File: src/rtl/instr_sequencer.sv
// Instruction sequencer: fetches each 32-bit instruction as two ROM words, decodes its class
// and drives the bus-unit transaction sequence over a busy/ready handshake guarded by a watchdog.
module instr_sequencer #(
    parameter logic [15:0] RESET_PC = 16'h0000,
    parameter int unsigned TIMEOUT  = 64
) (
    input  logic        clk,
    input  logic        rst_n,
    input  logic        run,
    input  logic        biu_ready,
    input  logic [15:0] biu_data,
    output logic        biu_cs,
    output logic [1:0]  biu_sel,
    output logic [1:0]  biu_sel_eu,
    output logic [1:0]  biu_op_sel,
    output logic [31:0] ir,
    output logic [15:0] fetch_address,
    output logic [15:0] pc,
    output logic        halted,
    output logic        error
);
    localparam int WD_W = $clog2(TIMEOUT + 1);
    localparam logic [WD_W-1:0] WD_LAST = WD_W'(TIMEOUT - 1);

    localparam logic [1:0] SEL_MOV    = 2'b00;
    localparam logic [1:0] SEL_LS     = 2'b01;
    localparam logic [1:0] SEL_EXEC   = 2'b10;
    localparam logic [1:0] SEL_FETCH  = 2'b11;
    localparam logic [1:0] EU_ARITH_I = 2'b00;
    localparam logic [1:0] EU_COMPARE = 2'b10;
    localparam logic [1:0] EU_BAD     = 2'b11;
    localparam logic [1:0] OP_1       = 2'b00;
    localparam logic [1:0] OP_2       = 2'b01;
    localparam logic [1:0] OP_RES     = 2'b10;

    typedef enum logic [3:0] {
        IDLE,
        ISSUE_FHI,
        WAIT_FHI,
        ISSUE_FLO,
        WAIT_FLO,
        DECODE,
        ISSUE_X,
        WAIT_X,
        HALT,
        ERROR
    } state_t;

    state_t          state, state_nx;
    logic            busy_seen, busy_seen_nx;
    logic [WD_W-1:0] wd, wd_nx;
    logic            cs_nx;
    logic [1:0]      sel_nx, eu_nx, op_nx;
    logic [31:0]     ir_nx;
    logic [15:0]     fa_nx, pc_nx;
    logic            wait_st, done, last_step;
    logic [1:0]      op_step;
    state_t          end_state;

    assign wait_st   = (state == WAIT_FHI) || (state == WAIT_FLO) || (state == WAIT_X);
    // A transaction is done only once busy has been observed; an early ready is the idle level.
    assign done      = wait_st && busy_seen && biu_ready;
    assign end_state = run ? ISSUE_FHI : IDLE;

    // Execute step order: arith_i 00,10; arith 00,01,10; compare 00,01.
    assign last_step = (biu_sel != SEL_EXEC) || (biu_op_sel == OP_RES) ||
                       ((biu_sel_eu == EU_COMPARE) && (biu_op_sel == OP_2));
    assign op_step   = ((biu_op_sel == OP_1) && (biu_sel_eu != EU_ARITH_I)) ? OP_2 : OP_RES;

    // NOTE: every variable gets a default first so no path through the block infers a latch.
    always_comb begin
        state_nx     = state;
        busy_seen_nx = busy_seen;
        wd_nx        = wd;
        cs_nx        = 1'b0;
        sel_nx       = biu_sel;
        eu_nx        = biu_sel_eu;
        op_nx        = biu_op_sel;
        ir_nx        = ir;
        fa_nx        = fetch_address;
        pc_nx        = pc;

        if (wait_st) begin
            if (!biu_ready) busy_seen_nx = 1'b1;
            if (!done) begin
                if (wd == WD_LAST) state_nx = ERROR;
                else               wd_nx    = wd + 1'b1;
            end
        end

        case (state)
            IDLE: if (run) state_nx = ISSUE_FHI;
            ISSUE_FHI, ISSUE_FLO, ISSUE_X: begin
                if (biu_ready) begin
                    cs_nx        = 1'b1;
                    busy_seen_nx = 1'b0;
                    wd_nx        = '0;
                    if (state == ISSUE_FHI) begin
                        sel_nx   = SEL_FETCH;
                        fa_nx    = pc;
                        state_nx = WAIT_FHI;
                    end else if (state == ISSUE_FLO) begin
                        sel_nx   = SEL_FETCH;
                        fa_nx    = pc + 16'd1;
                        state_nx = WAIT_FLO;
                    end else begin
                        state_nx = WAIT_X;
                    end
                end
            end
            WAIT_FHI: if (done) begin
                ir_nx[31:16] = biu_data;
                state_nx     = ISSUE_FLO;
            end
            WAIT_FLO: if (done) begin
                ir_nx[15:0] = biu_data;
                pc_nx       = pc + 16'd2;
                state_nx    = DECODE;
            end
            DECODE: begin
                case (ir[21:20])
                    2'b00: begin
                        sel_nx   = SEL_MOV;
                        state_nx = ISSUE_X;
                    end
                    2'b01: begin
                        sel_nx   = SEL_LS;
                        state_nx = ISSUE_X;
                    end
                    2'b10: begin
                        if (ir[23:22] == EU_BAD) begin
                            state_nx = ERROR;
                        end else begin
                            sel_nx   = SEL_EXEC;
                            eu_nx    = ir[23:22];
                            op_nx    = OP_1;
                            state_nx = ISSUE_X;
                        end
                    end
                    default: state_nx = HALT;
                endcase
            end
            WAIT_X: if (done) begin
                if (last_step) begin
                    state_nx = end_state;
                end else begin
                    op_nx    = op_step;
                    state_nx = ISSUE_X;
                end
            end
            HALT:    state_nx = HALT;
            ERROR:   state_nx = ERROR;
            default: state_nx = ERROR;
        endcase
    end

    // NOTE: sequential state uses non-blocking assignments so each register sees pre-edge values.
    always_ff @(posedge clk) begin
        if (!rst_n) begin
            state         <= IDLE;
            busy_seen     <= 1'b0;
            wd            <= '0;
            biu_cs        <= 1'b0;
            biu_sel       <= 2'b00;
            biu_sel_eu    <= 2'b00;
            biu_op_sel    <= 2'b00;
            ir            <= '0;
            fetch_address <= '0;
            pc            <= RESET_PC;
            halted        <= 1'b0;
            error         <= 1'b0;
        end else begin
            state         <= state_nx;
            busy_seen     <= busy_seen_nx;
            wd            <= wd_nx;
            biu_cs        <= cs_nx;
            biu_sel       <= sel_nx;
            biu_sel_eu    <= eu_nx;
            biu_op_sel    <= op_nx;
            ir            <= ir_nx;
            fetch_address <= fa_nx;
            pc            <= pc_nx;
            halted        <= (state_nx == HALT);
            error         <= (state_nx == ERROR);
        end
    end

endmodule

File: config.mk
export PLATFORM = sky130hd
export DESIGN_NAME = instr_sequencer
export DESIGN_NICKNAME = d
export VERILOG_FILES = /design/src/rtl/instr_sequencer.sv
export SDC_FILE = /design/constraint.sdc
export NUM_CORES = 1
export LEC_CHECK = 0
export ABC_AREA = 1
export CAP_MARGIN = 20
export CELL_PAD_IN_SITES_DETAIL_PLACEMENT = 1
export CELL_PAD_IN_SITES_GLOBAL_PLACEMENT = 1
export CORE_MARGIN = 4
export CORE_UTILIZATION = 34
export CTS_CLUSTER_SIZE = 25
export DETAILED_ROUTE_END_ITERATION = 8
export MAX_ROUTING_LAYER = met4
export PLACE_DENSITY_LB_ADDON = 0.12
export SYNTH_ARGS = -nofsm -noshare
export SYNTH_HDL_FRONTEND = slang
export SYNTH_SLANG_ARGS = --single-unit
export TNS_END_PERCENT = 10
File: constraint.sdc
create_clock -name clk -period 1.9 [get_ports clk]
set_input_delay 0.38 -clock clk [delete_from_list [all_inputs] [get_ports clk]]
set_output_delay 0.38 -clock clk [all_outputs]
set_load 0.05 [all_outputs]
==> results of run 1 <==
-- tightest hold or removal path, delay by kind of cell, from the launching register on --
kind            cells  cell delay [ns]
flops               1             0.32
compound gates      1             0.05
buf+inv             1             0.05
-- sequential cells by signal, indices dropped and copies added, names as in the netlist --
register	flops
biu_sel_eu	2
wd	7
error	1
busy_seen	1
biu_op_sel	2
biu_sel	2
fetch_address	16
biu_cs	1
halted	1
pc	15
state	4
ir	32
-- power breakdown --
| part | switching, mW | internal [mW] |
|---|---|---|
| Sequential | 0.0223 | 1.79 |
| Clock | 0.710 | 0.626 |
| Combinational | 0.230 | 0.127 |
-- how the worst min path moves through the flow --
| stage | end | slack (ns) | cells after the start | startpoint |
|---|---|---|---|---|
| 6_report | fetch_address[8] | 0.45 | 2 | fetch_address[8] |
| 2_1_floorplan | wd[6] | 0.43 | 2 | wd[6] |
| 4_1_cts | fetch_address[5] | 0.45 | 2 | fetch_address[5] |
| 3_3_place_gp | fetch_address[7] | 0.43 | 2 | fetch_address[7] |
| 3_5_place_dp | fetch_address[5] | 0.43 | 2 | fetch_address[5] |
| 5_1_grt | fetch_address[15] | 0.46 | 2 | fetch_address[15] |
-- synthesized netlist by cell type --
master,instances,area (um^2)
sky130_fd_sc_hd__or2_0,1,6.26
sky130_fd_sc_hd__a211oi_1,2,15.0
sky130_fd_sc_hd__buf_6,3,33.8
sky130_fd_sc_hd__a21oi_1,74,370
sky130_fd_sc_hd__nor2_2,2,12.5
sky130_fd_sc_hd__inv_2,3,11.3
sky130_fd_sc_hd__nor2_4,2,22.5
sky130_fd_sc_hd__nand3b_1,4,30.0
sky130_fd_sc_hd__clkbuf_1,11,41.3
sky130_fd_sc_hd__buf_8,1,15.0
sky130_fd_sc_hd__buf_4,3,22.5
sky130_fd_sc_hd__and2_1,1,6.26
sky130_fd_sc_hd__buf_2,2,10.0
sky130_fd_sc_hd__dfxtp_1,84,1680
sky130_fd_sc_hd__o21ai_0,27,135
sky130_fd_sc_hd__nand2_2,1,6.26
sky130_fd_sc_hd__nand3_1,23,115
sky130_fd_sc_hd__nand3_4,3,52.6
sky130_fd_sc_hd__xnor2_1,3,26.3
sky130_fd_sc_hd__conb_1,1,3.75
sky130_fd_sc_hd__o21bai_1,1,7.51
sky130_fd_sc_hd__o211ai_1,1,7.51
sky130_fd_sc_hd__nor2_1,46,173
sky130_fd_sc_hd__and2_0,1,6.26
sky130_fd_sc_hd__xor2_1,5,43.8
sky130_fd_sc_hd__nand2_1,155,582
sky130_fd_sc_hd__nor3_1,2,10.0
sky130_fd_sc_hd__nor3b_1,1,7.51
sky130_fd_sc_hd__inv_1,52,195
sky130_fd_sc_hd__nand4_1,4,25.0
sky130_fd_sc_hd__ha_1,2,25.0
-- layout make-up --
cell class                 instances  area [um^2]  area share
clock inverter                     7         81.3      0.0163
tap                              136          170      0.0341
clock buffer                       9          124      0.0248
sequential                        84         1680       0.338
multi-input combinational        362         1690       0.340
timing repair buffer             109         1030       0.206
inverter                          55          206      0.0414
-- logic make-up (layout without fill, tap and decap cells) --
logic type	Yosys count	after routing
buffers and inverters	75	180
AO/OA/AOI/OAI	105	105
XOR/XNOR	8	8
AND/OR/NAND/NOR	246	246
other	1	1
adder cells (fa/ha/maj)	2	2
flip-flops	84	84
-- through the flow --
stage               hold slack [ns]  utilization  power [mW]  cell area [um^2]  instances
floorplan                     0.429            -        2.07              3700        521
global placement              0.429        0.456        2.22              4770        746
detailed placement            0.435        0.456        2.22              4770        746
CTS                           0.448        0.473        3.56              4950        762
global route                  0.463        0.476        3.69              4980        762
finish                        0.445        0.476        3.51              4980        762
-- what timing repair did --
item                                    4_1_cts  5_1_grt
endpoints found under the setup margin       22       15
buffers inserted                              0        0
cloned                                        0        0
resized for setup                            22       16
-- routing by layer --
layer,track usage,vias up,wire [um]
li1,-,1859,-
met1,0.237,1705,5130
met2,0.286,73,4950
met3,0.0410,10,575
met4,0.0457,0,111
met5,-,-,0
==> flow_summary_export.csv, run 1 <==
group,metric,value,unit
clock_network,tritoncts_buffer_count,9,
setup_path,timing.critical_path.slowest_stage_cell,"sky130_fd_sc_hd__clkdlybuf4s50_1",
sta,max-slew-margin-rel,0.638,
global_route,grt_antenna_before_repair,0,
setup_path,cp.arrival,1.48,ns
setup_path,critical_path_fanout_max,2,
sta,timing.final.hold_violations,0,
routing,count_of_vias_placed_by_the_detailed_router,3647,
setup_path,path_buf_inv,1,
finish,area_delta_synth_final,34.7,%
setup_path,crit_chain,"clkdlybuf4s50_1",
synth,yosys-mux-area-fraction,0,
routing,drt_wl_total,10800,um
clock_network,clock_path_buffers,2,
synth,ys_seq_elements,84,
pwr,vdd_ir_drop_max,0.000383,V
setup_path,cp.required,1.52,ns
setup_path,worst_setup_path_endpoint,"fetch_address[6]",
sta,final.period_utilization,0.980,
clock_network,clockRootBuffer,"sky130_fd_sc_hd__clkbuf_8",
global_route,maximum_number_of_pins_on_one_net_before_global_route_repair,42,
global_route,global_route.overflow_total,0,
setup_path,worstRegToRegCells,9,
pwr,pwr_density_cell,704,nW/um^2
sta,final_total_negative_setup_slack,0,ns
sta,rsz0062_at_grt,"false",
setup_path,worstReg2RegStart,"state[0]",
sta,max_freq,537,MHz
sta,setup_violations_final,0,
die,boundaryPins,93,
place,port-buffer-count,91,
global_route,global_route.usage.total,0.182,
sta,final.setup_skew,0.0178,ns
die,row_count,37,
routing,detail-route-antenna-nets,0,
sta,worst-slew-pin-transition,0.545,ns
synth,synthesis.yosys.warnings,0,
routing,detailedRoute.firstPassIterationCount,4,
clock_network,cts_max_level,3,
finish,layout-drive-gt1-share,0.133,
global_route,grt_first_pass_wirelength,18300,um
sta,slew_violations,0,
setup_path,number_of_gates_on_the_worst_path_with_buffers_counted,1,
synth,synth.lib_cells_used.distinct,31,
synth,synthesis.nets,543,
setup_path,startpoint,"fetch_address[6]",
setup_path,crit_path_start_kind,"register",
synth,area_share_of_fa_ha_maj_cells_after_synthesis,0.00676,
setup_path,setup.worst_path.class,"register to output port",
pwr,total_leakage_power,2.28,nW
synth,synthCells,521,
clock_network,tritoncts,"done",
die,die_h,112,um
finish,n_antenna_cell,0,
setup_path,reg2reg_setup_slack,0.20,ns
clock_network,insertion_delay,0.35,ns
die,initial_core_util,0.354,
synth,post_synth_instance_area,3700,um^2
hold_path,worst_hold_path_type,"register to register",
finish,layout_commonest_cell,"sky130_fd_sc_hd__nand2_1",
clock_network,cts_hold_buf,0,
finish,layout.filler_cells,1345,
setup_path,endpoint_kind,"output port",
synth,synth-compound-area-share,0.145,
setup_path,max_stage_delay,0.80,ns
clock_network,cts.sink_count,84,
global_route,first_global_vias,3678,
place,finalWeightedCongestion,0.876,
place,dpl_worst_slack,0.0113,ns
place,hpwlAfterDp,8050,um
synth,synth.yosys.seq_area_share,0.455,
die,die_footprint,12600,um^2
routing,vias_per_cell,4.79,
synth,synthesis.area_per_instance,7.10,um^2
clock_network,clkSlewWorstSetupHoldPaths,0.09,ns
sta,worst_slack,0.0384,ns
setup_path,r2r-end,"pc[6]",
sta,min_tclk_post_route,1.86,ns
job,max_cap_viol_count,0,
routing,detail_route.drc_violations,0,
synth,yosys.area_share.xor_xnor,0.0189,
finish,final_cell_mix,"155 x sky130_fd_sc_hd__nand2_1, 83 x sky130_fd_sc_hd__dfxtp_1, 74 x sky130_fd_sc_hd__a21oi_1",
synth,synth_top_family_by_area,"simple AND/OR/NAND/NOR gates",
finish,final_nets,643,
synth,synth-simple-area-share,0.285,
die,floorplan.core_area,10500,um^2
setup_path,worst_path_dominant_cell_family,"buffers and inverters",
routing,detailedRoute.firstIterationViolations,145,
routing,wl_per_cell,14.1,um
run_status,status,"finished, final reports clean",
die,die-width,112,um
Power figures use the tool's default switching activity.
==> run 2, diff against run 1 <==
CAP_MARGIN = not set   (was 20)
SKIP_CTS_REPAIR_TIMING = 1   (was not set)
==> run 2 against run 1 <==
  * Clock skew barely moved
  * Largest cell class unchanged
  * Global-route usage barely moved
  * Critical endpoint unchanged
  * Power barely moved
  * Via count rose by 0.27%
  * Sequential power barely moved
  * Clock-buffer cell count did not move
  * Maximum frequency rose by 0.16%
  * Critical path depth did not move
  * Non-clock buffer count did not move
  * Clock power barely moved
==> flow_summary_export.csv, run 2 (synthesis results as in run 1) <==
group,metric,value,unit
setup_path,cp.required,1.52,ns
routing,detail-route-antenna-nets,0,
setup_path,cp.arrival,1.48,ns
sta,max_freq,538,MHz
routing,count_of_vias_placed_by_the_detailed_router,3657,
pwr,share_seq_of_total_power,0.517,
setup_path,crit_chain,"clkdlybuf4s50_1",
setup_path,timing.critical_path.slowest_stage_cell,"sky130_fd_sc_hd__clkdlybuf4s50_1",
finish,final_nets,643,
finish,n_antenna_cell,0,
place,dpl.cell_count,746,
hold_path,worst_hold_path_type,"register to register",
pwr,power.clock.fraction,0.380,
clock_network,cts_max_level,3,
setup_path,endpoint_kind,"output port",
global_route,grt_first_pass_wirelength,18400,um
routing,detailedRoute.firstPassIterationCount,4,
sta,setup_violations_final,0,
clock_network,cts.sink_count,84,
place,dpl_worst_slack,0.0113,ns
clock_network,tritoncts_buffer_count,9,
pwr,comb_power_share,0.103,
pwr,p_sw,959,uW
die,initial_core_util,0.354,
place,hpwlAfterDp,8050,um
finish,area_delta_synth_final,37.0,%
sta,worst-slew-pin-transition,0.557,ns
sta,min_tclk_post_route,1.86,ns
global_route,first_global_vias,3682,
sta,final.setup_skew,0.0177,ns
sta,rsz0062_at_grt,"false",
global_route,global_route.usage.total,0.182,
sta,worst_slack,0.0413,ns
finish,largest_register_ffs,32,
clock_network,clock_path_buffers,2,
setup_path,critical_path_fanout_max,2,
setup_path,max_stage_delay,0.80,ns
finish,final_cell_mix,"155 x sky130_fd_sc_hd__nand2_1, 83 x sky130_fd_sc_hd__dfxtp_1, 74 x sky130_fd_sc_hd__a21oi_1",
die,die-width,112,um
sta,slew_violations,0,
setup_path,setup.worst_path.class,"register to output port",
sta,timing.final.hold_violations,0,
place,port-buffer-count,91,
finish,finalInstanceArea,5070,um^2
clock_network,clkSlewWorstSetupHoldPaths,0.09,ns
routing,vias_per_cell,4.80,
routing,detail_route.drc_violations,0,
job,max_cap_viol_count,0,
routing,drt_wl_total,10900,um
finish,register_with_the_highest_flop_count,"ir",
global_route,global_route.overflow_total,0,
die,die_h,112,um
pwr,pwr_density_cell,692,nW/um^2
pwr,sw_frac_of_total,0.273,
setup_path,reg2reg_setup_slack,0.20,ns
sta,finalHoldWorstSlack,0.445,ns
clock_network,insertion_delay,0.35,ns
die,die_footprint,12600,um^2
pwr,total_leakage_power,2.58,nW
setup_path,crit_path_start_kind,"register",
run_status,status,"finished, final reports clean",
finish,layout_commonest_cell,"sky130_fd_sc_hd__nand2_1",
die,row_count,37,
place,dpl-instance-area,4770,um^2
global_route,maximum_number_of_pins_on_one_net_before_global_route_repair,42,
finish,reg_top3,"ir: 32 flops, fetch_address: 16 flops, pc: 15 flops",
sta,final.period_utilization,0.978,
setup_path,worst_path_dominant_cell_family,"buffers and inverters",
die,floorplan.core_area,10500,um^2
routing,wl_per_cell,14.2,um
sta,max-slew-margin-rel,0.628,
clock_network,clockRootBuffer,"sky130_fd_sc_hd__clkbuf_8",
setup_path,path_buf_inv,1,
pwr,vdd_ir_drop_max,0.000383,V
die,boundaryPins,93,
pwr,p_int,2.55,mW
finish,layout-drive-gt1-share,0.133,
place,finalWeightedCongestion,0.876,
finish,layoutNonFillerInstCount,762,
global_route,grt_antenna_before_repair,0,
routing,detailedRoute.firstIterationViolations,147,
clock_network,tritoncts,"done",
pwr,post-layout-total-power,3.51,mW
run 2: cell types whose count changed in the layout (fill, tap and decap cells not counted), sizes merged:
cell          delta
dlygate4sd2     -22
dlymetal6s2s    +22
run 2: per-stage QoR:
step                setup TNS (ns)   util
global placement                 0  0.456
detailed placement               0  0.456
finish                           0  0.484
CTS                         -0.436  0.475
global route                     0  0.484
floorplan                        0      -
run 2: area by class of cell:
type	count	area, um^2
Sequential cell	84	1680
Timing Repair Buffer	109	1110
Clock buffer	9	124
Multi-Input combinational cell	362	1690
Clock inverter	7	81.3
Fill cell	1327	5400
Inverter	55	206
Tap cell	136	170
run 2: power by group through the flow:
| stage | Clock, mW | Combinational [mW] | Sequential [mW] |
|---|---|---|---|
| after floorplan | 0 | 0.121 | 1.95 |
| after global placement | 0 | 0.360 | 1.85 |
| after detailed placement | 0 | 0.366 | 1.86 |
| after CTS | 1.38 | 0.367 | 1.82 |
| after global routing | 1.48 | 0.395 | 1.82 |
| final | 1.33 | 0.361 | 1.82 |
run 2: worst paths after layout:
kind,depth (start not counted),start,to
setup / recovery,1,fetch_address[6],fetch_address[6]
hold / removal,2,fetch_address[8],fetch_address[8]
setup reg to reg,10,state[0],pc[10]
hold reg to reg,2,fetch_address[8],fetch_address[8]
run 2: metal layers:
layer / vias to the layer above / GRT usage / share of wire
met5: - / - / 0
met4: 0 / 0.0457 / 0.010
met3: 10 / 0.0410 / 0.059
met2: 74 / 0.286 / 0.46
met1: 1716 / 0.237 / 0.47
li1: 1857 / - / -
